<file path="src/rtl/video_pkg.sv">
// Package: video_pkg
// Shared definitions for the video subsystem (fetcher, CRTC, line buffers).
//   fetch_state_t    : fetcher FSM encoding (IDLE=0, FETCH=1)
//   VF_ADR_W         : default Wishbone halfword address width
//   VF_LB_W          : default line-buffer address width
//   LEN_ZERO_IS_MAX  : a line length of 0 encodes 2**LB_W halfwords
package video_pkg;

  localparam int VF_ADR_W = 23;
  localparam int VF_LB_W  = 9;
  localparam bit LEN_ZERO_IS_MAX = 1'b1;

  typedef enum logic {
    IDLE  = 1'b0,
    FETCH = 1'b1
  } fetch_state_t;

endpackage

</file>
<file path="src/rtl/video_fetch_ctr.sv">
// Module: video_fetch_ctr
// Line-buffer index counter with terminal-count compare for one scanline burst.
// Ports:
//   i_clk, i_rst_n : clock, asynchronous active-low reset
//   i_load         : latch i_len and restart the index at 0
//   i_len          : halfwords per line (0 encodes 2**LB_W)
//   i_adv          : one halfword accepted, advance the index
//   o_idx          : line-buffer address of the current halfword
//   o_last         : current halfword is the final one of the line
module video_fetch_ctr
  import video_pkg::*;
#(
  parameter int LB_W = VF_LB_W
) (
  input  logic            i_clk,
  input  logic            i_rst_n,
  input  logic            i_load,
  input  logic [LB_W-1:0] i_len,
  input  logic            i_adv,
  output logic [LB_W-1:0] o_idx,
  output logic            o_last
);

  logic [LB_W-1:0] r_len;
  logic [LB_W-1:0] r_idx;
  logic [LB_W-1:0] w_len_m1;

  always_ff @(posedge i_clk or negedge i_rst_n) begin
    if (!i_rst_n) begin
      r_len <= '0;
      r_idx <= '0;
    end else if (i_load) begin
      r_len <= i_len;
      r_idx <= '0;
    end else if (i_adv) begin
      r_idx <= r_idx + LB_W'(1);
    end
  end

  // len-1 wraps to all ones for len==0, so a zero length runs the full
  // 2**LB_W halfwords and the index wraps back to 0 on the final beat.
  assign w_len_m1 = r_len - LB_W'(1);
  assign o_idx    = r_idx;
  assign o_last   = (LEN_ZERO_IS_MAX || (r_len != '0)) ? (r_idx == w_len_m1) : 1'b1;

endmodule

</file>
<file path="src/rtl/video_fetcher.sv">
// Module: video_fetcher
// Wishbone B3 classic read master that fills the off-screen scanline buffer.
// Each START_I fetches one line of LEN_I halfwords from video memory, starting
// at the running fetch pointer, and writes them through the S_* store port.
// VSYNC_I reloads the pointer from PTR_I (aborting any burst) and clears
// OVERRUN_O.
// Ports:
//   CLK_I, RST_N_I        : clock, asynchronous active-low reset
//   VSYNC_I, PTR_I        : frame-start pulse and frame base address
//   START_I, LEN_I        : line-start pulse and line length (0 = 2**LB_W)
//   MOD_I                 : line modulo (only with VIDEO_FETCHER_MODULO_EN)
//   ADR_O/CYC_O/STB_O/WE_O, ACK_I, DAT_I : Wishbone master port
//   S_ADR_O/S_DAT_O/S_WE_O : line-buffer store port
//   BUSY_O, OVERRUN_O     : burst active, sticky START-while-busy flag
// Configuration macro: VIDEO_FETCHER_MODULO_EN adds MOD_I; a completed line
// then advances the pointer by 1+MOD_I instead of 1.
module video_fetcher
  import video_pkg::*;
#(
  parameter int ADR_W = VF_ADR_W,
  parameter int LB_W  = VF_LB_W
) (
  input  logic             CLK_I,
  input  logic             RST_N_I,
  input  logic             VSYNC_I,
  input  logic             START_I,
  input  logic [ADR_W-1:0] PTR_I,
  input  logic [LB_W-1:0]  LEN_I,
`ifdef VIDEO_FETCHER_MODULO_EN
  input  logic [ADR_W-1:0] MOD_I,
`endif
  output logic [ADR_W-1:0] ADR_O,
  output logic             CYC_O,
  output logic             STB_O,
  output logic             WE_O,
  input  logic             ACK_I,
  input  logic [15:0]      DAT_I,
  output logic [LB_W-1:0]  S_ADR_O,
  output logic [15:0]      S_DAT_O,
  output logic             S_WE_O,
  output logic             BUSY_O,
  output logic             OVERRUN_O
);

  fetch_state_t     r_state;
  logic             r_pend;
  logic             r_cyc;
  logic             r_ovr;
  logic             r_swe;
  logic [ADR_W-1:0] r_ptr;
  logic [LB_W-1:0]  r_sadr;
  logic [15:0]      r_sdat;

  logic             w_load;
  logic             w_adv;
  logic             w_last;
  logic             w_busy;
  logic [LB_W-1:0]  w_idx;
  logic [ADR_W-1:0] w_mod;

`ifdef VIDEO_FETCHER_MODULO_EN
  assign w_mod = MOD_I;
`else
  assign w_mod = '0;
`endif

  // A START accepted in IDLE arms r_pend; the bus cycle opens one edge later.
  // The armed cycle already counts as busy for overrun detection.
  assign w_busy = (r_state == FETCH) || r_pend;
  assign w_load = (r_state == IDLE) && !r_pend && START_I;
  // An ACK coinciding with VSYNC is discarded by the abort.
  assign w_adv  = (r_state == FETCH) && ACK_I && !VSYNC_I;

  video_fetch_ctr #(
    .LB_W (LB_W)
  ) u_ctr (
    .i_clk   (CLK_I),
    .i_rst_n (RST_N_I),
    .i_load  (w_load),
    .i_len   (LEN_I),
    .i_adv   (w_adv),
    .o_idx   (w_idx),
    .o_last  (w_last)
  );

  always_ff @(posedge CLK_I or negedge RST_N_I) begin
    if (!RST_N_I) begin
      r_state <= IDLE;
      r_pend  <= 1'b0;
      r_cyc   <= 1'b0;
      r_ovr   <= 1'b0;
      r_swe   <= 1'b0;
      r_ptr   <= '0;
      r_sadr  <= '0;
      r_sdat  <= '0;
    end else begin
      r_swe <= 1'b0;
      unique case (r_state)
        IDLE: begin
          // Reload first so a same-edge START launches at the new base.
          if (VSYNC_I) r_ptr <= PTR_I;
          if (r_pend) begin
            r_pend  <= 1'b0;
            r_cyc   <= 1'b1;
            r_state <= FETCH;
          end else if (START_I) begin
            r_pend <= 1'b1;
          end
        end
        FETCH: begin
          if (VSYNC_I) begin
            r_cyc   <= 1'b0;
            r_state <= IDLE;
            r_ptr   <= PTR_I;
          end else if (ACK_I) begin
            r_swe  <= 1'b1;
            r_sadr <= w_idx;
            r_sdat <= DAT_I;
            if (w_last) begin
              r_cyc   <= 1'b0;
              r_state <= IDLE;
              r_ptr   <= r_ptr + ADR_W'(1) + w_mod;
            end else begin
              r_ptr <= r_ptr + ADR_W'(1);
            end
          end
        end
        default: r_state <= IDLE;
      endcase
      if (VSYNC_I) r_ovr <= 1'b0;
      if (START_I && w_busy) r_ovr <= 1'b1;
    end
  end

  assign ADR_O     = r_ptr;
  assign CYC_O     = r_cyc;
  assign STB_O     = r_cyc;
  assign WE_O      = 1'b0;
  assign BUSY_O    = r_cyc;
  assign S_ADR_O   = r_sadr;
  assign S_DAT_O   = r_sdat;
  assign S_WE_O    = r_swe;
  assign OVERRUN_O = r_ovr;

endmodule

</file>
<file path="config.mk">
export PLATFORM = sky130hd
export DESIGN_NAME = video_fetcher
export DESIGN_NICKNAME = d
export VERILOG_FILES = /design/src/rtl/video_pkg.sv /design/src/rtl/video_fetch_ctr.sv /design/src/rtl/video_fetcher.sv
export SDC_FILE = /design/constraint.sdc
export NUM_CORES = 1
export LEC_CHECK = 0
export BUFFER_PORTS_ARGS = -buffer_cell sky130_fd_sc_hd__buf_2
export CELL_PAD_IN_SITES_DETAIL_PLACEMENT = 0
export CELL_PAD_IN_SITES_GLOBAL_PLACEMENT = 1
export CORE_MARGIN = 2
export CORE_UTILIZATION = 30
export DETAILED_ROUTE_END_ITERATION = 10
export PLACE_DENSITY = 0.63
export SYNTH_ARGS = -nofsm -noshare
export SYNTH_HDL_FRONTEND = slang
export SYNTH_SLANG_ARGS = --single-unit
</file>
<file path="constraint.sdc">
create_clock -name CLK_I -period 5.35 [get_ports CLK_I]
set_clock_uncertainty 0.2 [all_clocks]
set_input_delay 0.535 -clock CLK_I [delete_from_list [all_inputs] [get_ports CLK_I]]
set_output_delay 0.535 -clock CLK_I [all_outputs]
set_load 0.01 [all_outputs]
</file>
After elaboration in Yosys (flattened, before gate mapping)
Index checks and enable logic that the tools add are counted.
{ "op_classes": {"n_mux": 23, "reduce_logical": 13, "add_sub_neg": 3, "bitwise_logic": 2, "n_eq_ne": 5} }
{ "ops": {"columns": ["operator", "count"], "rows": [
  ["two-way mux 23 bit", 3],
  ["one-hot mux 23 bit (2 select lines)", 1],
  ["adder 23 x 1 -> 23 bit, second input constant", 1],
  ["two-way mux 9 bit", 2],
  ["two-way mux 1 bit", 15],
  ["adder 9 x 1 -> 9 bit, second input constant", 1],
  ["== test 9 bit", 1],
  ["subtractor 9 x 1 -> 9 bit, second input constant", 1],
  ["AND reduction 3 bit", 2],
  ["logical AND 1 bit", 5],
  ["!= test 2 bit, second input constant", 2],
  ["one-hot mux 1 bit (2 select lines)", 2],
  ["nonzero test 2 bit", 2],
  ["!= test 3 x 2 -> 1 bit, second input constant", 1],
  ["!= test 3 bit, second input constant", 1],
  ["logical NOT 1 bit", 2],
  ["inverter 1 bit", 2],
  ["AND reduction 2 bit", 1],
  ["logical OR 1 bit", 1]
]} }
{ "totals": {"register_bits": 71, "elab_cells": 56, "input_bits": 53} }

Logic depth before layout (Yosys ltp)
{ "depth": {"depth_word": 6, "depth_mapped": 9, "ltp_nobuf": 7} }

Modules after synthesis
A second synthesis with hierarchy kept.
{ "unflattened": {"cells_unflattened": 384, "area_unflattened_um2": 3538.4} }
{ "by_module_without_submodules": {"columns": ["mod", "instances", "cells_each", "seq_area_each_um2", "area_each_um2"], "rows": [
  ["video_fetcher", 1, 283, 1326.3, 2518.7],
  ["video_fetch_ctr", 1, 101, 450.4, 1019.7]
]} }

Worst setup path before layout
Ideal clock, no wire load.
{ "synth_path": {"kind": "reg2reg", "from": "reg u_ctr.r_len[0]", "to": "reg r_cyc (netlist: BUSY_O)", "path_stages_with_launch": 8, "arrival_ps": 1686, "period_less_slack_ps": 2023, "slack_ps": 3327, "required_ps": 5012, "path_cell_list": "dfrtp_1 > inv_1 > ha_1 > clkbuf_1 > nor4b_1 > o211ai_1 > a2111oi_2 > a21oi_1"} }
{ "synth_via": {"elab_chain_cells": 4} }
{ "synth_rtl": {"columns": ["item", "line_no", "text"], "rows": [
  ["from (decl)", "video_fetch_ctr.sv:24", "logic [LB_W-1:0] r_len;"],
  ["from (signal assigned)", "video_fetch_ctr.sv:33", "r_len <= i_len;"],
  ["subtractor 9 x 1 -> 9 bit", "video_fetch_ctr.sv:42", "assign w_len_m1 = r_len - LB_W'(1);"],
  ["== test 9 bit", "video_fetch_ctr.sv:44", "assign o_last = (LEN_ZERO_IS_MAX || (r_len != '0)) ? (r_idx == w_len_m1) : 1'b1;"],
  ["!= test 3 x 2 -> 1 bit (no source line)", null, null],
  ["AND reduction 3 bit (no source line)", null, null],
  ["to (signal assigned)", "video_fetcher.sv:90", "r_cyc <= 1'b0;"],
  ["to (signal assigned)", "video_fetcher.sv:104", "r_cyc <= 1'b1;"],
  ["to (signal assigned)", "video_fetcher.sv:112", "r_cyc <= 1'b0;"],
  ["to (decl)", "video_fetcher.sv:47", "logic r_cyc;"]
]} }
Every way passes these cells.
A chain may end at the register's enable or synchronous reset.

Final worst setup path
{ "layout_path": {"from": "in VSYNC_I", "to": "reg u_ctr.r_idx[5] (netlist: u_ctr.o_idx[5])"} }
{ "layout_via": {"elab_chain_cells": 3} }
{ "layout_rtl": {"columns": ["item", "line_no", "text"], "rows": [
  ["from (decl)", "video_fetcher.sv:25", "input logic VSYNC_I,"],
  ["logical NOT 1 bit", "video_fetcher.sv:72", "assign w_adv = (r_state == FETCH) && ACK_I && !VSYNC_I;"],
  ["logical AND 1 bit", "video_fetcher.sv:72", null],
  ["nonzero test 2 bit (no source line)", null, null],
  ["to (signal assigned)", "video_fetch_ctr.sv:36", "r_idx <= r_idx + LB_W'(1);"],
  ["to (decl)", "video_fetch_ctr.sv:25", "logic [LB_W-1:0] r_idx;"]
]} }
Every way passes these cells.

==> summary.txt <==
Setup path
  – Slowest stage delay, CP: roughly 0.41 ns
  – Critical R2R Launch: u_ctr.r_len[0]$_DFFE_PN0P_
  – Crit-path slowest cell: or3_1
  – Crit path arrival time: 2.46 ns
  – Crit end category: flip-flop
  – R2R cell count: 6
  – Cell with the most instances on the worst path: inv_2
  – Critical path origin: VSYNC_I
  – Crit path depth: 7
  – Critical path class: primary input to flip-flop
  – Crit path cell chain: buf_2 > inv_2 > nand3_1 > inv_2 > nand4_1 > or3_1 > a21oi_1
  – Crit path launch type: primary input
  – Crit path max fanout: 43
  – CP Buf/Inv Count: 3
  – Critical Path RT: between 5 and 6 ns
  – Crit path max-delay family: buffers and inverters

CTS
  – CTS resizes: 0
  – CTS tree: done
  – Num CTS Buffers: 9
  – CTS root buffer: clkbuf_16
  – CTS sink count: 71
  – H-tree depth: 3
  – Clock Path Buffers: 2
  – Post-cts hold buffer count: 0
  – Post-CTS setup buffer count: 0
  – Clock transition at path regs: 0.06 ns
  – Clk_lat worst skew: 0.33 ns

Cells and area
  – Final non-filler cell total: 624
  – # diodes: 0
  – Share of cells above drive strength 1: 28.9%
  – Most common cell after layout, fill and taps aside: nand2_1
  – Area Overhead vs Synth: 26.9%
  – Most frequent cells in the layout: nand2_1, buf_2, dfrtp_1
  – Final Net Count: 532

Die
  – Die Area: 12600 um2
  – Core area: 11400 um2
  – Initial core utilization: around 31%
  – Ports: between 100 and 150
  – Row cnt: 39
  – Die span in y: 112 um
  – Die Width: ~110 um

Routing
  – DRC viols: 0
  – Routed len/inst: around 14 um
  – Via count: 2941
  – Starting DRT DRC Count: ~140
  – Routed WL: 8760 um
  – Via-to-Cell Ratio: ~4.7
  – Final ANT Viol Nets: 0
  – DR pass1 iterations: 4

STA
  – RSZ-0062 raised after global routing: no
  – Final setup viols: 0
  – Relative slew slack: a little under two fifths
  – Tcrit/Tclk final: a little under half
  – Max Clock Freq: 0.415 GHz
  – Setup TNS Final: 0 ns
  – Min cycle time layout: between 2 and 2.5 ns
  – Slew Viols, Final: 0
  – Actual slew at the worst max-slew pin: between 0.9 and 1 ns
  – Final Hold Vio Count: 0

GRT
  – Antenna violations before repair: 0
  – Vias in the first global route: 3076
  – GRT overflow: 0
  – First-pass GRT wire length: 14800 um
  – Largest net degree at the start of global routing: 72
  – GRT Util Overall: 14.4%

Yosys
  – Post-Syn Instances: 378
  – Synth Area per Inst: between 9 and 10 um2
  – Distinct cells, synth: 48
  – FFs w/ async S/R, synth: 100%
  – Synth warn: 0
  – Yosys top cell area share: 50.4%
  – Synth Net Count: 434
  – Cell taking the most area after synthesis: dfrtp_1
  – Post-synth EDFFs: 0
  – Dominant synthesized flop cell: dfrtp_1
  – Cell Area, Synth: 3520 um2
  – Synth top area cells: dfrtp_1, nand2_1, xor2_1, xnor2_1, o21ai_0
  – Flops & latches, synth: 71
  – Register area share after synthesis: 50.4%

Power
  – Final total power: about 0.0020 W
  – PwrDens: about 450 nW/um2
  – Peak VDD IR: 0.228 mV
  – Leakage: 2.16 nW

Placement
  – Hpwl dp: 6190 um
  – Port bufs: between 100 and 150
  – Post-Place Cells: 608
  – GPL Wtd Cong: a little over 0.8

Hold path
  – Worst Hold Class: primary input to async pin

Run status
  – Outcome: finished, final reports clean

Flow run
  – Max Cap Violations: 0
[area by class of cell]
cell class	count	area [um2]
clock buffers	10	229
fillers	1186	6950
clock inverters	6	85.1
multi-input cells	277	1620
inverters	10	37.5
repair buffers	107	543
well taps	143	179
flip-flops and latches	71	1780
[path summary, 6_finish.rpt]
kind                       slack (ns)                          to
setup / recovery                 2.94  u_ctr.o_idx[5]$_DFFE_PN0P_
hold / removal                   0.14       ADR_O[14]$_DFFE_PN0P_
setup reg to reg                 3.14           r_state$_DFF_PN0_
hold reg to reg                  0.27      S_DAT_O[8]$_DFFE_PN0P_
max in group asynchronous        4.21  u_ctr.o_idx[5]$_DFFE_PN0P_
min in group CLK_I               0.20      S_DAT_O[5]$_DFFE_PN0P_
[worst register-to-register path, stage by stage (launching register included)]
cell       delay, ns
dfrtp_1         0.44
inv_1           0.11
ha_1            0.32
nor4b_1         0.27
o211ai_1        0.13
a2111oi_2       0.48
a21oi_1         0.12
[registers in the layout, summed over array words and instances, names as in the netlist]
name and flops:
ADR_O 23, BUSY_O 1, OVERRUN_O 1, S_ADR_O 9
S_DAT_O 16, S_WE_O 1, r_pend 1, r_state 1
u_ctr.o_idx 9, u_ctr.r_len 9
[cells by family after synthesis]
family | count (synthesis) | share of synthesized area [%]
xor+xnor | 35 | 8.70
buf+inv | 30 | 3.77
simple gates | 178 | 24.2
other cells | 1 | 0.106
flops | 71 | 50.4
mux | 10 | 3.23
fa+ha+maj | 3 | 1.07
compound gates | 50 | 8.45
[per-layer routing]
metal	GRT usage [%]	share of wire (%)	routed length (um)
met1	19.0	46	4070
met5	0	0	0
met4	4.39	1.0	90
met3	3.08	5.0	437
met2	23.9	48	4160
[through the flow]
stage | util (%) | setup WS (ns) | hold WS (ns) | cell area, um2
after global placement | 36.4 | 2.64 | 0.256 | 4150
after detailed placement | 36.4 | 2.57 | 0.259 | 4150
after floorplan | - | 3.33 | 0.0394 | 3520
final | 39.1 | 2.94 | 0.144 | 4470
after CTS | 39.1 | 2.91 | 0.191 | 4470
after global routing | 39.1 | 2.71 | 0.201 | 4470
[cell usage after synthesis, types with 4 or more instances]
library cell,n
a21oi_1,8
and3_1,4
buf_2,4
buf_4,4
clkbuf_1,11
dfrtp_1,71
inv_1,8
mux2_2,4
nand2_1,109
nand3_1,11
nand4_1,11
nor2_1,17
nor3_1,4
o21ai_0,20
o21ai_1,10
xnor2_1,17
xor2_1,18
[power by group]
group | internal [W] | switching (W)
clock network | 0.000407 | 0.000229
logic | 0.000251 | 0.000305
registers | 0.000677 | 0.000147
total | 0.00133 | 0.000681
No activity file was read; power rests on OpenSTA's default activity.
